**src/rtl/game_pkg.sv**
```systemverilog
`default_nettype none
// game_pkg: shared screen geometry, colours, snapshot record and lives-HUD helper.
// Revision: 1.0
package game_pkg;

  localparam int NUM_METEORS = 6;
  localparam int SCREEN_W    = 640;
  localparam int SCREEN_H    = 480;
  localparam int BORDER_W    = 8;

  localparam int HUD_MAX   = 6;
  localparam int HUD_X0    = 4;
  localparam int HUD_Y0    = 4;
  localparam int HUD_PITCH = 12;
  localparam int HUD_ICON  = 8;

  typedef logic [23:0] rgb_t;

  localparam rgb_t c_RGB_BORDER = 24'hFF0000;
  localparam rgb_t c_RGB_SHIP   = 24'h00FFFF;
  localparam rgb_t c_RGB_METEOR = 24'hFF8000;
  localparam rgb_t c_RGB_LIVES  = 24'h00FF00;
  localparam rgb_t c_RGB_BG     = 24'h000000;
  localparam rgb_t c_RGB_STAR   = 24'h808080;

  typedef struct packed {
    logic [9:0]                  ship_x;
    logic [8:0]                  ship_y;
    logic [NUM_METEORS-1:0][9:0] meteor_x;
    logic [NUM_METEORS-1:0][8:0] meteor_y;
    logic [NUM_METEORS-1:0]      meteor_active;
    logic [2:0]                  lives;
    logic                        game_over;
  } snap_t;

  // One icon per remaining life; counts above HUD_MAX show as HUD_MAX icons.
  function automatic logic hud_hit(input logic [9:0] px, input logic [8:0] py,
                                   input logic [2:0] lives);
    logic [2:0] n;
    logic [9:0] x0;
    logic       hit;
    n   = (lives > 3'(HUD_MAX)) ? 3'(HUD_MAX) : lives;
    hit = 1'b0;
    for (int i = 0; i < HUD_MAX; i++) begin
      x0 = 10'(HUD_X0 + HUD_PITCH * i);
      if ((3'(i) < n) && (px >= x0) && (px < x0 + 10'(HUD_ICON)) &&
          (py >= 9'(HUD_Y0)) && (py < 9'(HUD_Y0 + HUD_ICON)))
        hit = 1'b1;
    end
    return hit;
  endfunction

endpackage
`default_nettype wire

```
**src/rtl/sprite_hit.sv**
```systemverilog
`default_nettype none
// sprite_hit: combinational point-in-square test; the far edge is computed one bit wider so boxes clip at the screen edge.
// Revision: 1.0
module sprite_hit #(
  parameter int SIZE = 16
) (
  input  logic [9:0] i_px,
  input  logic [8:0] i_py,
  input  logic [9:0] i_x,
  input  logic [8:0] i_y,
  output logic       o_hit
);

  localparam logic [10:0] c_SIZE_X = 11'(SIZE);
  localparam logic [9:0]  c_SIZE_Y = 10'(SIZE);

  logic [10:0] w_x_end;
  logic [9:0]  w_y_end;

  assign w_x_end = {1'b0, i_x} + c_SIZE_X;
  assign w_y_end = {1'b0, i_y} + c_SIZE_Y;

  assign o_hit = (i_px >= i_x) && ({1'b0, i_px} < w_x_end) &&
                 (i_py >= i_y) && ({1'b0, i_py} < w_y_end);

endmodule
`default_nettype wire

```
**src/rtl/game_renderer.sv**
```systemverilog
`default_nettype none
// game_renderer: 2-cycle pixel colour pipeline drawing border, ship, meteors and lives HUD from a per-frame snapshot.
// Optional feature macro RENDER_STARFIELD_EN adds a scrolling starfield background. Revision: 1.0
module game_renderer
  import game_pkg::*;
#(
  parameter int FLASH_FRAMES = 30,
  parameter int SHIP_SIZE    = 16,
  parameter int METEOR_SIZE  = 12
) (
  input  logic                        clk,
  input  logic                        reset,
  input  logic [9:0]                  pixel_x,
  input  logic [8:0]                  pixel_y,
  input  logic                        pixel_valid,
  input  logic                        frame_start,
  input  logic [9:0]                  ship_x,
  input  logic [8:0]                  ship_y,
  input  logic [NUM_METEORS-1:0][9:0] meteor_x,
  input  logic [NUM_METEORS-1:0][8:0] meteor_y,
  input  logic [NUM_METEORS-1:0]      meteor_active,
  input  logic [2:0]                  lives,
  input  logic                        game_over,
  input  logic                        collision,
  output rgb_t                        rgb,
  output logic                        rgb_valid
);

  localparam int c_FLASH_W = ($clog2(FLASH_FRAMES + 1) < 2) ? 2 : $clog2(FLASH_FRAMES + 1);
  localparam logic [c_FLASH_W-1:0] c_FLASH_LOAD = c_FLASH_W'(FLASH_FRAMES);
  localparam logic [c_FLASH_W-1:0] c_FLASH_ONE  = c_FLASH_W'(1);

  localparam logic [9:0] c_BX_LO = 10'(BORDER_W);
  localparam logic [9:0] c_BX_HI = 10'(SCREEN_W - BORDER_W);
  localparam logic [8:0] c_BY_LO = 9'(BORDER_W);
  localparam logic [8:0] c_BY_HI = 9'(SCREEN_H - BORDER_W);

  snap_t                r_snap;
  logic                 r_ship_vis;
  logic [c_FLASH_W-1:0] r_flash;
  logic                 r_coll_d;
  logic                 w_coll_edge;

  assign w_coll_edge = collision & ~r_coll_d;

  // Collision edges are seen every clock; a load beats a coincident frame decrement.
  always_ff @(posedge clk) begin
    if (reset) begin
      r_coll_d <= 1'b0;
      r_flash  <= '0;
    end else begin
      r_coll_d <= collision;
      if (w_coll_edge)
        r_flash <= c_FLASH_LOAD;
      else if (frame_start && (r_flash != '0))
        r_flash <= r_flash - c_FLASH_ONE;
    end
  end

  always_ff @(posedge clk) begin
    if (reset) begin
      r_snap     <= '0;
      r_ship_vis <= 1'b1;
    end else if (frame_start) begin
      r_snap.ship_x        <= ship_x;
      r_snap.ship_y        <= ship_y;
      r_snap.meteor_x      <= meteor_x;
      r_snap.meteor_y      <= meteor_y;
      r_snap.meteor_active <= meteor_active;
      r_snap.lives         <= lives;
      r_snap.game_over     <= game_over;
      r_ship_vis           <= (r_flash == '0) || r_flash[1];
    end
  end

  logic w_star;
`ifdef RENDER_STARFIELD_EN
  logic [7:0] r_scroll;

  always_ff @(posedge clk) begin
    if (reset)
      r_scroll <= 8'd0;
    else if (frame_start)
      r_scroll <= r_scroll + 8'd1;
  end

  assign w_star = ((pixel_x[7:0] ^ (pixel_y[7:0] + r_scroll)) == 8'h5A);
`else
  assign w_star = 1'b0;
`endif

  logic                   w_ship_hit;
  logic [NUM_METEORS-1:0] w_met_hit;
  logic                   w_border;
  logic                   w_hud;

  sprite_hit #(.SIZE(SHIP_SIZE)) u_ship_hit (
    .i_px  (pixel_x),
    .i_py  (pixel_y),
    .i_x   (r_snap.ship_x),
    .i_y   (r_snap.ship_y),
    .o_hit (w_ship_hit)
  );

  for (genvar g = 0; g < NUM_METEORS; g++) begin : g_meteor
    sprite_hit #(.SIZE(METEOR_SIZE)) u_meteor_hit (
      .i_px  (pixel_x),
      .i_py  (pixel_y),
      .i_x   (r_snap.meteor_x[g]),
      .i_y   (r_snap.meteor_y[g]),
      .o_hit (w_met_hit[g])
    );
  end

  assign w_border = r_snap.game_over &&
                    ((pixel_x < c_BX_LO) || (pixel_x >= c_BX_HI) ||
                     (pixel_y < c_BY_LO) || (pixel_y >= c_BY_HI));
  assign w_hud    = hud_hit(pixel_x, pixel_y, r_snap.lives);

  logic r_s1_valid;
  logic r_s1_border;
  logic r_s1_ship;
  logic r_s1_meteor;
  logic r_s1_hud;
  logic r_s1_star;

  always_ff @(posedge clk) begin
    if (reset) begin
      r_s1_valid  <= 1'b0;
      r_s1_border <= 1'b0;
      r_s1_ship   <= 1'b0;
      r_s1_meteor <= 1'b0;
      r_s1_hud    <= 1'b0;
      r_s1_star   <= 1'b0;
    end else begin
      r_s1_valid  <= pixel_valid;
      r_s1_border <= w_border;
      r_s1_ship   <= w_ship_hit && r_ship_vis;
      r_s1_meteor <= |(w_met_hit & r_snap.meteor_active);
      r_s1_hud    <= w_hud;
      r_s1_star   <= w_star;
    end
  end

  rgb_t w_rgb;

  always_comb begin
    w_rgb = c_RGB_BG;
    if (r_s1_border)
      w_rgb = c_RGB_BORDER;
    else if (r_s1_ship)
      w_rgb = c_RGB_SHIP;
    else if (r_s1_meteor)
      w_rgb = c_RGB_METEOR;
    else if (r_s1_hud)
      w_rgb = c_RGB_LIVES;
    else if (r_s1_star)
      w_rgb = c_RGB_STAR;
  end

  rgb_t r_rgb;
  logic r_rgb_valid;

  always_ff @(posedge clk) begin
    if (reset) begin
      r_rgb       <= c_RGB_BG;
      r_rgb_valid <= 1'b0;
    end else begin
      r_rgb_valid <= r_s1_valid;
      r_rgb       <= r_s1_valid ? w_rgb : c_RGB_BG;
    end
  end

  assign rgb       = r_rgb;
  assign rgb_valid = r_rgb_valid;

endmodule
`default_nettype wire

```
**config.mk**
```make
export PLATFORM = sky130hd
export DESIGN_NAME = game_renderer
export DESIGN_NICKNAME = d
export VERILOG_FILES = /design/src/rtl/game_pkg.sv /design/src/rtl/sprite_hit.sv /design/src/rtl/game_renderer.sv
export SDC_FILE = /design/constraint.sdc
export NUM_CORES = 1
export LEC_CHECK = 0
export ABC_AREA = 1
export CORE_MARGIN = 4
export CORE_UTILIZATION = 51
export CTS_CLUSTER_DIAMETER = 40
export DETAILED_ROUTE_END_ITERATION = 10
export GPL_TIMING_DRIVEN = 0
export PLACE_DENSITY = 0.79
export SYNTH_ARGS = -nofsm -noshare
export SYNTH_HDL_FRONTEND = slang
export SYNTH_SLANG_ARGS = --single-unit
```
**constraint.sdc**
```tcl
create_clock -name clk -period 2 [get_ports clk]
set_input_delay 0.3 -clock clk [delete_from_list [all_inputs] [get_ports clk]]
set_output_delay 0.3 -clock clk [all_outputs]
set_load 0.01 [all_outputs]
```
# --- After elaboration in Yosys (flattened, before gate mapping) ---
# Cells that the tools add are included.
totals:
  word_cells: 173
  romBits: 0
  memories: 0
  output_inout_bits: 25
  ram_bits: 0
  input_bits: 167
  latch_bits: 0
  register_bits: 180
op_classes:
  shifts: 0
  n_mul: 0
  add_sub_neg: 15
  n_reduce_logical: 59
  muxes: 13
  eq_ne: 0
  n_div: 0
  n_bitwise: 4
  order_cmp: 53
op_table:
  columns: ["operator", "count"]
  rows:
  - ["$lt A10 B11 Y1", 7]
  - ["$mux W24", 3]
  - ["$ge A10 B10 Y1", 7]
  - ["$lt A9 B10 Y1", 7]
  - ["$add A10 B4 Y11 const B", 6]
  - ["$ge A9 B9 Y1", 7]
  - ["$add A9 B4 Y10 const B", 6]
  - ["$logic_and A1 B1 Y1", 48]
  - ["$lt A10 B6 Y1 const B", 3]
  - ["$ge A10 B5 Y1 const B", 2]
  - ["$ge A10 B6 Y1 const B", 2]
  - ["$lt A10 B4 Y1 const B", 2]
  - ["$lt A9 B4 Y1 const B", 2]
  - ["$mux W16", 1]
  - ["$add A10 B5 Y11 const B", 1]
  - ["$add A9 B5 Y10 const B", 1]
  - ["$ge A10 B10 Y1 const B", 1]
  - ["$ge A10 B3 Y1 const B", 1]
  - ["$ge A10 B7 Y1 const B", 1]
  - ["$lt A10 B5 Y1 const B", 1]
  - ["$lt A10 B7 Y1 const B", 1]
  - ["$mux W5", 2]
  - ["$ge A9 B3 Y1 const B", 1]
  - ["$ge A9 B9 Y1 const B", 1]
  - ["17 further kinds", 30]

# --- Logic depth before layout (Yosys ltp) ---
logic_depth:
  word_depth: 13
  depth_mapped: 18
  mapped_depth_nobuf: 18

# --- By module ---
# Synthesis repeated with hierarchy kept, for this count alone.
hier_totals:
  cells_unflattened: 2095
  hier_area_um2: 13927.1
by_module_without_submodules:
  columns: ["mod", "area_each_um2", "seq_area_each_um2", "cells_per_inst", "instances"]
  rows:
  - ["game_renderer", 5974.5, 3203.1, 779, 1]
  - ["sprite_hit (g_meteor[3].u_meteor_hit ...)", 1161.1, 0.0, 191, 3]
  - ["sprite_hit (g_meteor[0].u_meteor_hit ...)", 1147.4, 0.0, 189, 3]
  - ["sprite_hit (u_ship_hit)", 1027.2, 0.0, 176, 1]

# --- Worst setup path before layout ---
# OpenSTA, ideal clock, no wires.
synth_timing:
  path_kind: "flip-flop to flip-flop"
  from: "register r_snap[39] (netlist bit)"
  to: "register r_s1_meteor"
  path_stages_with_launch: 16
  period_less_slack_ps: 2114
  path_buffers: 0
  setup_time_ps: 117
  setup_slack_ps: -114
  required_time_ps: 1883
  arrival_time_ps: 1997
  path_cell_list: "dfxtp_1 inv_1 ha_1 or2_2 nor3_1 xor2_1 ha_1 nand3_1 a21oi_1 nand2_1 nand2_1 inv_1 nand3_1 nand3_1 nor2_1 nor2_1"
synth_between:
  elab_chain_cells: 5
  word_cells_on_any_way: 7
  classes_between: "add/sub (1); order compare (2); bitwise (1); reduce/logical (3)"
synth_lines:
  columns: ["item", "line", "source"]
  rows:
  - ["start, declared", "game_renderer.sv:38", "snap_t r_snap;"]
  - ["$add A9 B4 Y10 or $ge A9 B9 Y1 (tied branches)", "sprite_hit.sv:21, sprite_hit.sv:24", null]
  - ["$lt A9 B10 Y1 or $logic_and A1 B1 Y1 (tied branches)", "sprite_hit.sv:24, sprite_hit.sv:23", null]
  - ["$logic_and A1 B1 Y1 *", "sprite_hit.sv:24", "(i_py >= i_y) && ({1'b0, i_py} < w_y_end);"]
  - ["$and A6 B6 Y6 *", "game_renderer.sv:139", "r_s1_meteor <= |(w_met_hit & r_snap.meteor_active);"]
  - ["$reduce_or A6 Y1 *", "game_renderer.sv:139", null]
  - ["end signal, assigned", "game_renderer.sv:139", null]
  - ["end, declared", "game_renderer.sv:123", "logic r_s1_meteor;"]
# Every way passes the cells marked *; elsewhere a longest branch is shown, timed or not.
# A chain may end at the register's enable or synchronous reset.

# --- Worst setup path after layout ---
layout_timing:
  from: "register r_snap[21] (netlist bit)"
  to: "register r_s1_meteor"
# Same word-level chain as after synthesis.

==> flow_summary_export.csv <==
group,metric,value,unit
run_status,outcome,"finished with violations",
run_status,violations,"setup timing",
route,firstDrtPassIters,7,
placed_design,post-place-cells,2383,
floorplan,die_w,169,µm
synthesis,synth_seq_area_share,24.4,%
global_routing,grt_pass1_wl,63400,µm
final_layout,utilization,65.8,%
clock_tree,cts_tree,"done",
route,drt_iter0_markers,1040,
floorplan,die_area,0.0284,mm²
final_layout,nNetsFinal,2508,
sta,hold-worst-slack,0.186,ns
critical_path,required,2.32,ns
sta,hold_violations,0,
route,drc,0,
placed_design,portBuffers,190,
sta,maxSlewViolCount,0,
sta,setup_violations,1,
floorplan,io_pins,192,
floorplan,initial_core_util,52.1,%
route,wl,41400,µm
critical_path,critPathLaunchType,"flip-flop",
hold_path,min_path_type,"input pin to flip-flop",
clock_tree,holdBufCountCts,0,
synthesis,yosys_warnings,0,
clock_tree,cts_buffer_depth,2,
synthesis,synth_seq_cells,160,
floorplan,row_count,58,
power,ir_drop,0.000408,V
critical_path,worst_ep_arrival_time,2.60,ns
placed_design,hpwl,30000,µm
critical_path,critical_path_class,"flip-flop to flip-flop",
synthesis,syn-num-nets,2279,
final_layout,diodes,0,
floorplan,core-area,0.0253,mm²
final_layout,layout.cells.non_filler,2435,
route,ant_nets,0,
global_routing,antenna_found_initial,0,
placed_design,place_congestion,0.930,
clock_tree,cts_made_buffers,17,
route,met1_length,17100,µm
sta,fin_ws,-0.280,ns
final_layout,syn_to_final_growth,26.4,%
clock_tree,cts-root-buf,"clkbuf_16",
global_routing,grt_pass1_vias,12900,
route,wl_met3,3110,µm
clock_tree,htree_levels,4,
route,vias,13400,
final_layout,final_common_cell,"nand2_1",
global_routing,grt_max_degree,20,
route,routed_via_density,5.51,
final_layout,layout_common_cells,"nand2_1 (328), ha_1 (236), inv_1 (221)",
synthesis,synth_area,0.0131,mm²
power,powerDensity,612,mW/mm²
synthesis,synth.avg_cell_area,7.06,µm²
final_layout,drive_above_1_share,10.2,%
route,dr_wl_met2,19700,µm
sta,fin_crit,2.28,ns
floorplan,die_y,169,µm
global_routing,track_usage,27.7,%
route,routedWlPerCell,17.0,µm
sta,fmax,0.439,GHz
synthesis,synthCells,1863,
sta,rsz0062_at_grt,"yes",
sta,min_period_over_period,114,%
synthesis,yosysUniqueCellTypes,43,
sta,fin_skew,0.00748,ns
flow_run,cap_viol_max_count,0,
clock_tree,clk_pin_slew,0.07,ns
critical_path,critPathMaxFanout,2,
critical_path,end_kind,"flip-flop",
route,top_layer_used,"met4",
final_layout,nFillCells,2128,
clock_tree,clk-insertion-delay-late,0.44,ns
sta,worst_pin_slew,1.01,ns
power,p_leak,0.00756,µW
clock_tree,clock_sinks,160,
global_routing,grt-ovfl-total,0,
sta,max_slew_margin,32.6,%
placed_design,pre_cts_slack,-1.01,ns
power,power,10200,µW
-- critical path, cell delays in order, from the launching register on --
cell     delay, ns
dfxtp_2       0.34
buf_4         0.13
buf_4         0.13
nor2_2        0.15
nor2_1        0.09
xor2_1        0.16
ha_1          0.31
nand2_1       0.07
o21a_1        0.18
nand2_1       0.07
nand2_2       0.08
nand2_1       0.07
inv_1         0.05
nand3_2       0.10
nand3_2       0.08
nor2_1        0.11
nor2_1        0.05
-- cell usage after synthesis --
library cell | number | share of area, %
nor2_1 | 176 | 5.0
and3_1 | 2 | 0.095
nor3b_1 | 2 | 0.11
ha_1 | 249 | 24
dfxtp_1 | 160 | 24
o221ai_1 | 2 | 0.13
a21oi_2 | 1 | 0.067
clkbuf_2 | 1 | 0.038
o21bai_1 | 2 | 0.11
nor3_1 | 18 | 0.69
o41ai_1 | 1 | 0.067
clkbuf_1 | 39 | 1.1
xor2_1 | 62 | 4.1
or2_0 | 2 | 0.095
buf_1 | 1 | 0.029
o31ai_1 | 2 | 0.11
nand4_1 | 21 | 1.0
or2_2 | 7 | 0.33
buf_4 | 20 | 1.1
o2111ai_1 | 1 | 0.067
nand2_1 | 334 | 9.5
nand3b_1 | 13 | 0.74
a211oi_1 | 3 | 0.17
or2_4 | 1 | 0.067
nand3_1 | 60 | 2.3
o211ai_1 | 4 | 0.23
o22ai_1 | 1 | 0.048
nor2_2 | 8 | 0.38
o21ai_0 | 168 | 6.4
a31oi_1 | 1 | 0.048
o21ba_2 | 1 | 0.076
o21ai_1 | 1 | 0.038
a21o_1 | 19 | 1.1
buf_2 | 7 | 0.27
nor3_2 | 3 | 0.23
o21a_1 | 7 | 0.40
xnor2_1 | 2 | 0.13
inv_1 | 237 | 6.8
nand2_4 | 2 | 0.17
a21oi_1 | 216 | 8.2
or2_1 | 1 | 0.048
inv_4 | 1 | 0.048
nor4_1 | 4 | 0.19
-- per-layer routing --
layer  vias up  track usage (%)
met5         -                0
met4         0             10.7
met3       115             5.09
met2       535             48.5
met1      6135             33.9
li1       6637                -
-- area by class of cell --
cell class	instances	area, µm²	share of cell area, %
multi-input combinational	1397	9090	54.7
sequential	160	3220	19.4
timing repair buffer	210	2020	12.2
inverter	238	901	5.42
clock buffer	21	460	2.77
tap	330	413	2.49
buffer	68	350	2.11
clock inverter	11	155	0.934
-- repair_timing --
item / in CTS / in global routing
setup buffers: 12 / 8
gates cloned: 0 / 0
gates resized for setup: 63 / 86
pin swaps: 24 / 37
setup endpoints to repair: 14 / 15
-- power breakdown --
group	leakage, µW	internal, µW	total, µW	switching, µW
registers	0.00133	3410	3560	146
clock network	0.000292	2050	3530	1480
logic	0.00594	1300	3090	1780
-- per-stage QoR --
stage          instance area, µm²  TNS, ns
2_1_floorplan               13200        0
3_3_place_gp                15500   -36.80
3_5_place_dp                15500   -35.11
4_1_cts                     16300   -0.249
5_1_grt                     16600   -0.431
6_report                    16600   -0.280
-- sequential cells by signal, indices dropped and copies added (netlist names) --
name	count
r_snap	143
rgb	4
r_coll_d	1
r_flash	5
r_s1_hud	1
r_s1_valid	1
r_s1_meteor	1
r_s1_border	1
r_s1_ship	1
rgb_valid	1
r_ship_vis	1
-- logic make-up after synthesis --
kind of cell               count (synthesis)  share of synthesized area [%]
adders and majority gates                249                           23.7
AOI/OAI and AO/OA                        430                           17.3
xor gates and xnor gates                  64                           4.26
buffers and inverters                    306                           9.40
DFF                                      160                           24.4
and+or+nand+nor                          654                           21.0
-- path summary, 6_finish.rpt --
kind | end | slack (ns) | cells after the start | from
worst max-delay path | r_s1_meteor | -0.28 | 16 | r_snap[21]
worst min-delay path | r_flash[4] | 0.19 | 2 | reset
worst max register to register | r_s1_meteor | -0.28 | 16 | r_snap[21]
worst min register to register | r_snap[95] | 0.46 | 2 | r_snap[95]
Power figures use the tool's default switching activity.
